### src/rtl/ghash_pkg.sv
// Shared GHASH constants, product width and sequencer state encoding.
// Bit order is reflected throughout: bit 127 of a block is the x^0 coefficient.
package ghash_pkg;

    localparam int unsigned NB_GHASH = 128;
    localparam int unsigned NB_PROD  = 2 * NB_GHASH - 1;

    // x^128 = x^7 + x^2 + x + 1, written in reflected order
    localparam logic [NB_GHASH-1:0] GHASH_R = {8'hE1, 120'h0};

    typedef enum logic [1:0] {
        IDLE,
        ISSUE,
        WAIT,
        UPDATE
    } ghash_state_e;

endpackage

### src/rtl/ghash_gf128_reduce.sv
// Combinational reduction of a 255-bit reflected carry-less product modulo
// x^128 + x^7 + x^2 + x + 1, folding the high-degree part twice through GHASH_R.
module ghash_gf128_reduce
    import ghash_pkg::*;
(
    input  logic [NB_PROD-1:0]  prod_i,
    output logic [NB_GHASH-1:0] red_o
);

    localparam int unsigned NB_WIDE = NB_GHASH + 8;

    logic [NB_GHASH-1:0] hi1;
    logic [NB_GHASH-1:0] hi2;
    logic [NB_GHASH-1:0] fold2;
    logic [NB_WIDE-1:0]  wide;
    logic [NB_WIDE-1:0]  fold1;

    // Right shift multiplies by x in reflected order; the first fold can spill
    // up to x^133, so it runs in an 8-bit wider window and the spill folds again.
    always_comb begin
        hi1   = {prod_i[NB_GHASH-2:0], 1'b0};
        wide  = {hi1, 8'h00};
        fold1 = '0;
        fold2 = '0;
        for (int unsigned k = 0; k < 8; k++) begin
            if (GHASH_R[NB_GHASH-1-k]) begin
                fold1 = fold1 ^ (wide >> k);
            end
        end
        hi2 = {fold1[7:0], (NB_GHASH-8)'(0)};
        for (int unsigned k = 0; k < 8; k++) begin
            if (GHASH_R[NB_GHASH-1-k]) begin
                fold2 = fold2 ^ (hi2 >> k);
            end
        end
        red_o = prod_i[NB_PROD-1:NB_GHASH-1] ^ fold1[NB_WIDE-1:8] ^ fold2;
    end

endmodule

### src/rtl/ghash_koa_mult_sequencer.sv
// GHASH sequencer around an external pipelined GF(2^128) multiplier: X_i = (X_{i-1} ^ B_i) * H.
// Optional GHASH_SEQ_MULT_VALID_EN: leave WAIT on i_mult_valid instead of a fixed-latency counter.
module ghash_koa_mult_sequencer
    import ghash_pkg::*;
#(
    parameter int unsigned NB_DATA      = NB_GHASH,
    parameter int unsigned MULT_LATENCY = 3
) (
    input  logic                 i_clock,
    input  logic                 i_reset,
    input  logic                 i_clear,
    input  logic [NB_DATA-1:0]   i_h,
    input  logic                 i_h_load,
    input  logic [NB_DATA-1:0]   i_block,
    input  logic                 i_sop,
    input  logic                 i_eop,
    input  logic                 i_valid,
    output logic                 o_ready,
    output logic [NB_DATA-1:0]   o_mult_a,
    output logic [NB_DATA-1:0]   o_mult_b,
    output logic                 o_mult_valid,
    input  logic [2*NB_DATA-2:0] i_mult_data,
    input  logic                 i_mult_valid,
    output logic [NB_DATA-1:0]   o_ghash,
    output logic                 o_ghash_valid,
    output logic                 o_busy
);

    ghash_state_e          state_q;
    logic [NB_DATA-1:0]    acc_q;
    logic [NB_DATA-1:0]    h_q;
    logic [NB_DATA-1:0]    op_a_q;
    logic [NB_DATA-1:0]    op_b_q;
    logic                  mv_q;
    logic                  eop_q;
    logic [NB_DATA-1:0]    ghash_q;
    logic                  gv_q;
    logic [NB_DATA-1:0]    red;
    logic [2*NB_DATA-2:0]  prod;

`ifdef GHASH_SEQ_MULT_VALID_EN
    localparam int unsigned lat_unused = MULT_LATENCY;
    logic [2*NB_DATA-2:0]  prod_q;
    assign prod = prod_q;
`else
    localparam int unsigned CNT_W = (MULT_LATENCY > 1) ? $clog2(MULT_LATENCY) : 1;
    logic [CNT_W-1:0]      cnt_q;
    logic [CNT_W-1:0]      cnt_d;
    logic                  mult_valid_unused;
    assign mult_valid_unused = i_mult_valid;
    assign cnt_d             = cnt_q - CNT_W'(1);
    assign prod              = i_mult_data;
`endif

    ghash_gf128_reduce u_reduce (
        .prod_i (prod),
        .red_o  (red)
    );

    // Sequencer FSM with registered operands, accumulator and tag
    always_ff @(posedge i_clock or negedge i_reset) begin
        if (!i_reset) begin
            state_q <= IDLE;
            acc_q   <= '0;
            h_q     <= '0;
            op_a_q  <= '0;
            op_b_q  <= '0;
            mv_q    <= 1'b0;
            eop_q   <= 1'b0;
            ghash_q <= '0;
            gv_q    <= 1'b0;
`ifdef GHASH_SEQ_MULT_VALID_EN
            prod_q  <= '0;
`else
            cnt_q   <= '0;
`endif
        end else begin
            mv_q <= 1'b0;
            gv_q <= 1'b0;
            if (i_clear) begin
                state_q <= IDLE;
                acc_q   <= '0;
                eop_q   <= 1'b0;
            end else begin
                case (state_q)
                    IDLE: begin
                        if (i_h_load) begin
                            h_q <= i_h;
                        end else if (i_valid) begin
                            op_a_q  <= (i_sop ? '0 : acc_q) ^ i_block;
                            op_b_q  <= h_q;
                            mv_q    <= 1'b1;
                            eop_q   <= i_eop;
                            state_q <= ISSUE;
                        end
                    end
                    ISSUE: begin
`ifdef GHASH_SEQ_MULT_VALID_EN
                        state_q <= WAIT;
`else
                        if (MULT_LATENCY == 1) begin
                            state_q <= UPDATE;
                        end else begin
                            cnt_q   <= CNT_W'(MULT_LATENCY - 1);
                            state_q <= WAIT;
                        end
`endif
                    end
                    WAIT: begin
`ifdef GHASH_SEQ_MULT_VALID_EN
                        if (i_mult_valid) begin
                            prod_q  <= i_mult_data;
                            state_q <= UPDATE;
                        end
`else
                        cnt_q <= cnt_d;
                        if (cnt_d == '0) begin
                            state_q <= UPDATE;
                        end
`endif
                    end
                    UPDATE: begin
                        acc_q <= red;
                        if (eop_q) begin
                            ghash_q <= red;
                            gv_q    <= 1'b1;
                        end
                        eop_q   <= 1'b0;
                        state_q <= IDLE;
                    end
                    default: state_q <= IDLE;
                endcase
            end
        end
    end

    assign o_ready       = (state_q == IDLE) && !i_h_load;
    assign o_busy        = (state_q != IDLE);
    assign o_mult_a      = op_a_q;
    assign o_mult_b      = op_b_q;
    assign o_mult_valid  = mv_q;
    assign o_ghash       = ghash_q;
    assign o_ghash_valid = gv_q;

endmodule
### config.mk
export PLATFORM = sky130hd
export DESIGN_NAME = ghash_koa_mult_sequencer
export DESIGN_NICKNAME = d
export VERILOG_FILES = /design/src/rtl/ghash_pkg.sv /design/src/rtl/ghash_gf128_reduce.sv /design/src/rtl/ghash_koa_mult_sequencer.sv
export SDC_FILE = /design/constraint.sdc
export NUM_CORES = 1
export LEC_CHECK = 0
export ABC_AREA = 1
export CORE_AREA = 2 2 350 352
export DETAILED_ROUTE_END_ITERATION = 8
export DIE_AREA = 0 0 352 354
export GPL_TIMING_DRIVEN = 0
export PLACE_DENSITY = 0.5
export SLEW_MARGIN = 0
export SYNTH_ARGS = -nofsm -noshare
export SYNTH_HDL_FRONTEND = slang
export SYNTH_SLANG_ARGS = --single-unit
### constraint.sdc
create_clock -name i_clock -period 2.2 [get_ports i_clock]
set_input_delay 0.44 -clock i_clock [delete_from_list [all_inputs] [get_ports i_clock]]
set_output_delay 0.44 -clock i_clock [all_outputs]
set_load 0.02 [all_outputs]
==> summary.md <==
| Metric | Value |
|---|---|
| Run status | `finished clean` |
| Number of iterations in the first detailed-routing pass | `7` |
| Post-Synthesis Cells | `4225` |
| Endpoint of the worst hold-timing path | `h_q[120]$_DFFE_PN0P_` |
| Simple logic cell fraction of the synthesized area | `0.333` |
| Overall die height | `354 um` |
| Top-level I/O count | `907` |
| H-tree level count | `3` |
| Floorplan die area | `0.125 mm^2` |
| Largest net degree at the start of global routing | `115` |
| Initial antenna violation count | `56` |
| XOR/XNOR Fraction of Synth Area | `0.0410` |
| Final core occ | `0.385` |
| Power after layout | `0.0546 W` |
| Number of rows in the core area | `128` |
| Critical path's slowest cell | `sky130_fd_sc_hd__clkdlybuf4s50_1` |
| Top-area cell type share of the netlist area | `0.498` |
| Worst-case hold slack | `357 ps` |
| Maximum Capacitance Violations | `0` |
| Max-slew headroom | `0.556` |
| Post-route cell area | `roughly 0.047 mm^2` |
| Vias per std cell | `4.58` |
| Critical Path End Type | `primary output` |
| Core Box Area | `about 0.12 mm^2` |
| Top cells by area, synth | `sky130_fd_sc_hd__dfrtp_1, sky130_fd_sc_hd__nand2_1, sky130_fd_sc_hd__nand3_1` |
| Share of synthesized cell area in full adder, half adder and majority cells | `0.00154` |
| Weighted congestion at the end of routability-driven global placement | `0.936` |
| Count of endpoints failing hold in the final timing report | `0` |
| CP Launch Type | `flop` |
| Cell at the root of the clock tree | `sky130_fd_sc_hd__clkbuf_16` |
| # Post-CTS Setup Buffers | `0` |
| Slew at the pin closest to its max-slew limit | `roughly 670 ps` |
| Clock tree from TritonCTS | `done` |
| Final layout net count | `5740` |
| Area delta synth->final | `43.4%` |
| Dominant combinational cell family by area after synthesis | `simple AND/OR/NAND/NOR gates` |
| # port buffers | `901` |
| Number of instances on the worst hold path | `3` |
| Proportion of layout cells with a drive suffix above 1 | `0.0638` |
| Flops & latches, synth | `around 650` |
| Initial core utilization | `0.269` |
| Syn nets | `roughly 4.7k` |
| Number of buffers and inverters on the critical path | `1` |
| Worst Clk Skew | `53.2 ps` |
| Detailed placer's ending HPWL | `~120000 um` |
| Clock latency at the later pin of the worst-skew pair | `680 ps` |
| End of the worst register-to-register path | `acc_q[30]$_DFFE_PN0P_` |
| Post-detailed-placement cell area | `0.0437 mm^2` |
| Global-route wire length before repair | `220000 um` |
| Number of buffers inserted during clock tree synthesis | `80` |
| Detailed Route WL | `approximately 150000 um` |
| Data required, critical path | `around 1800 ps` |
| FF-to-FF path depth | `7` |
| Instance count on the critical path | `1` |
| Yosys top cell by area | `sky130_fd_sc_hd__dfrtp_1` |
| Clock edge transition at the registers on the reported setup and hold paths | `60 ps` |
| Unrepaired setup endpoints after global routing | `true` |
| Pre-CTS setup slack | `-1400 ps` |
| Seq/Total Area, Yosys | `0.498` |
| FF-to-FF setup slack | `130 ps` |
| Number of DRC violations after detailed routing | `0` |
| Post-layout minimum cycle time | `2140 ps` |
| Maximum clock frequency | `~470 MHz` |
| Largest stage delay on the critical path | `690 ps` |
| Worst path cell trace | `clkdlybuf4s50_1` |
| Worst hold path class | `in -> reg` |
| Average cell area after synthesis | `7.69 um^2` |
| Max IR drop VDD | `706 uV` |
| Kind of cell adding the most delay to the critical path | `buffers and inverters` |
| Gr usage total | `0.240` |
| Post-synthesis cell type count | `26` |
| Yosys synthesis warning count | `0` |
| Startpoint of the most critical register-to-register path | `state_q[0]$_DFFE_PN0P_` |
| Residual overflow from global routing | `0` |
| Total power per unit cell area | `roughly 1200 mW/mm^2` |
| Routed wire length per instance | `22.1 um` |
| Fraction of the mapped netlist area in compound gates | `0.0548` |
| Via count of the routed design | `between 30k and 40k` |
| Width of the chip | `between 300 and 400 um` |
| Start-to-end type of the worst setup path | `reg -> out` |
| Leakage power total | `around 23 nW` |
| Antenna-violating nets left | `0` |
| Part of the cycle the worst path needs | `0.973` |
| Mux share of post-synthesis cell area | `0.0225` |
| Largest buffer count on any clock path | `3` |
| Initial DRC Count | `2058` |
| Largest fanout of any net on the critical path | `2` |
| Clock sink count | `647` |
| Worst setup slack after layout | `60.1 ps` |
| Post-synthesis instance area | `~0.032 mm^2` |
| Launch point of the worst hold path | `i_h[120]` |
| Final setup violation count | `0` |
| CP Data Arrival Time | `1700 ps` |
| Count of final max-slew check failures | `0` |
| Vias in the first global route | `31.6k` |
[worst max-delay path by stage]
stage | start | endpoint | slack, ps
floorplan | state_q[0]$_DFFE_PN0P_ | h_q[10]$_DFFE_PN0P_ | 570
CTS | state_q[0]$_DFFE_PN0P_ | o_ghash[66]$_DFFE_PN0P_ | -20
global placement | i_reset | o_ghash[57]$_DFFE_PN0P_ | -31150
finish | o_mult_b[67]$_DFFE_PN0P_ | o_mult_b[67] | 60
global route | state_q[0]$_DFFE_PN0P_ | acc_q[34]$_DFFE_PN0P_ | -20
detailed placement | i_clear | acc_q[94]$_DFFE_PN0P_ | -1400
[through the flow]
step | cells | setup TNS [ps]
final | 6930 | 0
after global routing | 6925 | -32.0
after CTS | 6906 | -18.4
after detailed placement | 6757 | -476750
after global placement | 6751 | -
after floorplan | 4225 | 0
[routing by layer]
| layer | vias to the layer above | wire, um | track usage |
|---|---|---|---|
| met2 | 865 | 74100 | 0.407 |
| met5 | - | 413 | 0 |
| met1 | 15100 | 63700 | 0.293 |
| li1 | 15500 | - | - |
| met3 | 243 | 10700 | 0.0693 |
| met4 | 66 | 4160 | 0.0736 |
[area by class of cell]
class | count | area [um^2]
multi-input combinational | 3206 | 14700
inverter | 221 | 835
clock inverter | 34 | 449
clock buffer | 113 | 2280
timing repair buffer | 910 | 9150
fill | 12600 | 74300
buffer | 151 | 843
sequential | 647 | 16200
antenna | 23 | 57.6
tap | 1625 | 2030
[report_power, final]
group	internal (W)	switching [W]	total, W
Sequential	0.0167	0.00261	0.0194
Combinational	0.00890	0.0125	0.0214
Clock	0.00811	0.00573	0.0138
Total	0.0338	0.0208	0.0546
[Yosys cell counts, drive strengths merged]
library cell and n:
a22oi 1, or2 1, o22a 1, nand3 377, inv 221, clkbuf 47, nand2 1781, xor2 141
a21oi 64, ha 4, nand4 3, xnor2 11, mux2 65, dfrtp 647, nor2 346, o21ai 287
buf 104, nand3b 123, o22ai 1
[repair_timing]
action                                  in CTS  in global routing
endpoints found under the hold margin       49                  0
hold buffers                                 2                  0
gates cloned                                 0                  1
endpoints found under the setup margin     557                239
gates resized for setup                    128                 34
[cells in the final DEF (no fill, tap or decap), types with 4 or more instances in the layout]
| cell | count |
|---|---|
| sky130_fd_sc_hd__inv_1 | 217 |
| sky130_fd_sc_hd__a21oi_1 | 64 |
| sky130_fd_sc_hd__nand2_1 | 1780 |
| sky130_fd_sc_hd__o21ai_0 | 245 |
| sky130_fd_sc_hd__bufinv_16 | 7 |
| sky130_fd_sc_hd__buf_6 | 8 |
| sky130_fd_sc_hd__diode_2 | 23 |
| sky130_fd_sc_hd__mux2_2 | 65 |
| sky130_fd_sc_hd__dfrtp_1 | 647 |
| sky130_fd_sc_hd__buf_4 | 10 |
| sky130_fd_sc_hd__xnor2_1 | 11 |
| sky130_fd_sc_hd__buf_2 | 77 |
| sky130_fd_sc_hd__nand3_1 | 377 |
| sky130_fd_sc_hd__clkbuf_1 | 46 |
| sky130_fd_sc_hd__buf_16 | 7 |
| sky130_fd_sc_hd__clkbuf_8 | 16 |
| sky130_fd_sc_hd__clkinv_2 | 14 |
| sky130_fd_sc_hd__nand3b_1 | 123 |
| sky130_fd_sc_hd__nor2_1 | 343 |
| sky130_fd_sc_hd__clkbuf_16 | 81 |
| sky130_fd_sc_hd__dlymetal6s2s_1 | 7 |
| sky130_fd_sc_hd__clkbuf_2 | 19 |
| sky130_fd_sc_hd__xor2_1 | 141 |
| sky130_fd_sc_hd__o21ai_1 | 42 |
| sky130_fd_sc_hd__dlygate4sd2_1 | 86 |
| sky130_fd_sc_hd__inv_6 | 4 |
| sky130_fd_sc_hd__clkdlybuf4s50_1 | 805 |
| sky130_fd_sc_hd__clkbuf_4 | 7 |
[logic make-up (layout without fill, tap and decap cells)]
group / after synthesis / count (layout)
mux: 65 / 65
simple gates: 2631 / 2631
xor+xnor: 152 / 152
other cells: 0 / 23
fa+ha+maj: 4 / 4
compound gates: 354 / 354
buf+inv: 372 / 1429
flops: 647 / 647
[sequential cells by signal, indices dropped and copies added, names as in the netlist]
signal	count
o_ghash_valid	1
o_mult_b	128
o_ghash	128
h_q	128
o_mult_valid	1
acc_q	128
eop_q	1
state_q	2
cnt_q	2
o_mult_a	128
Note: power is estimated with default switching activity, not from simulation.
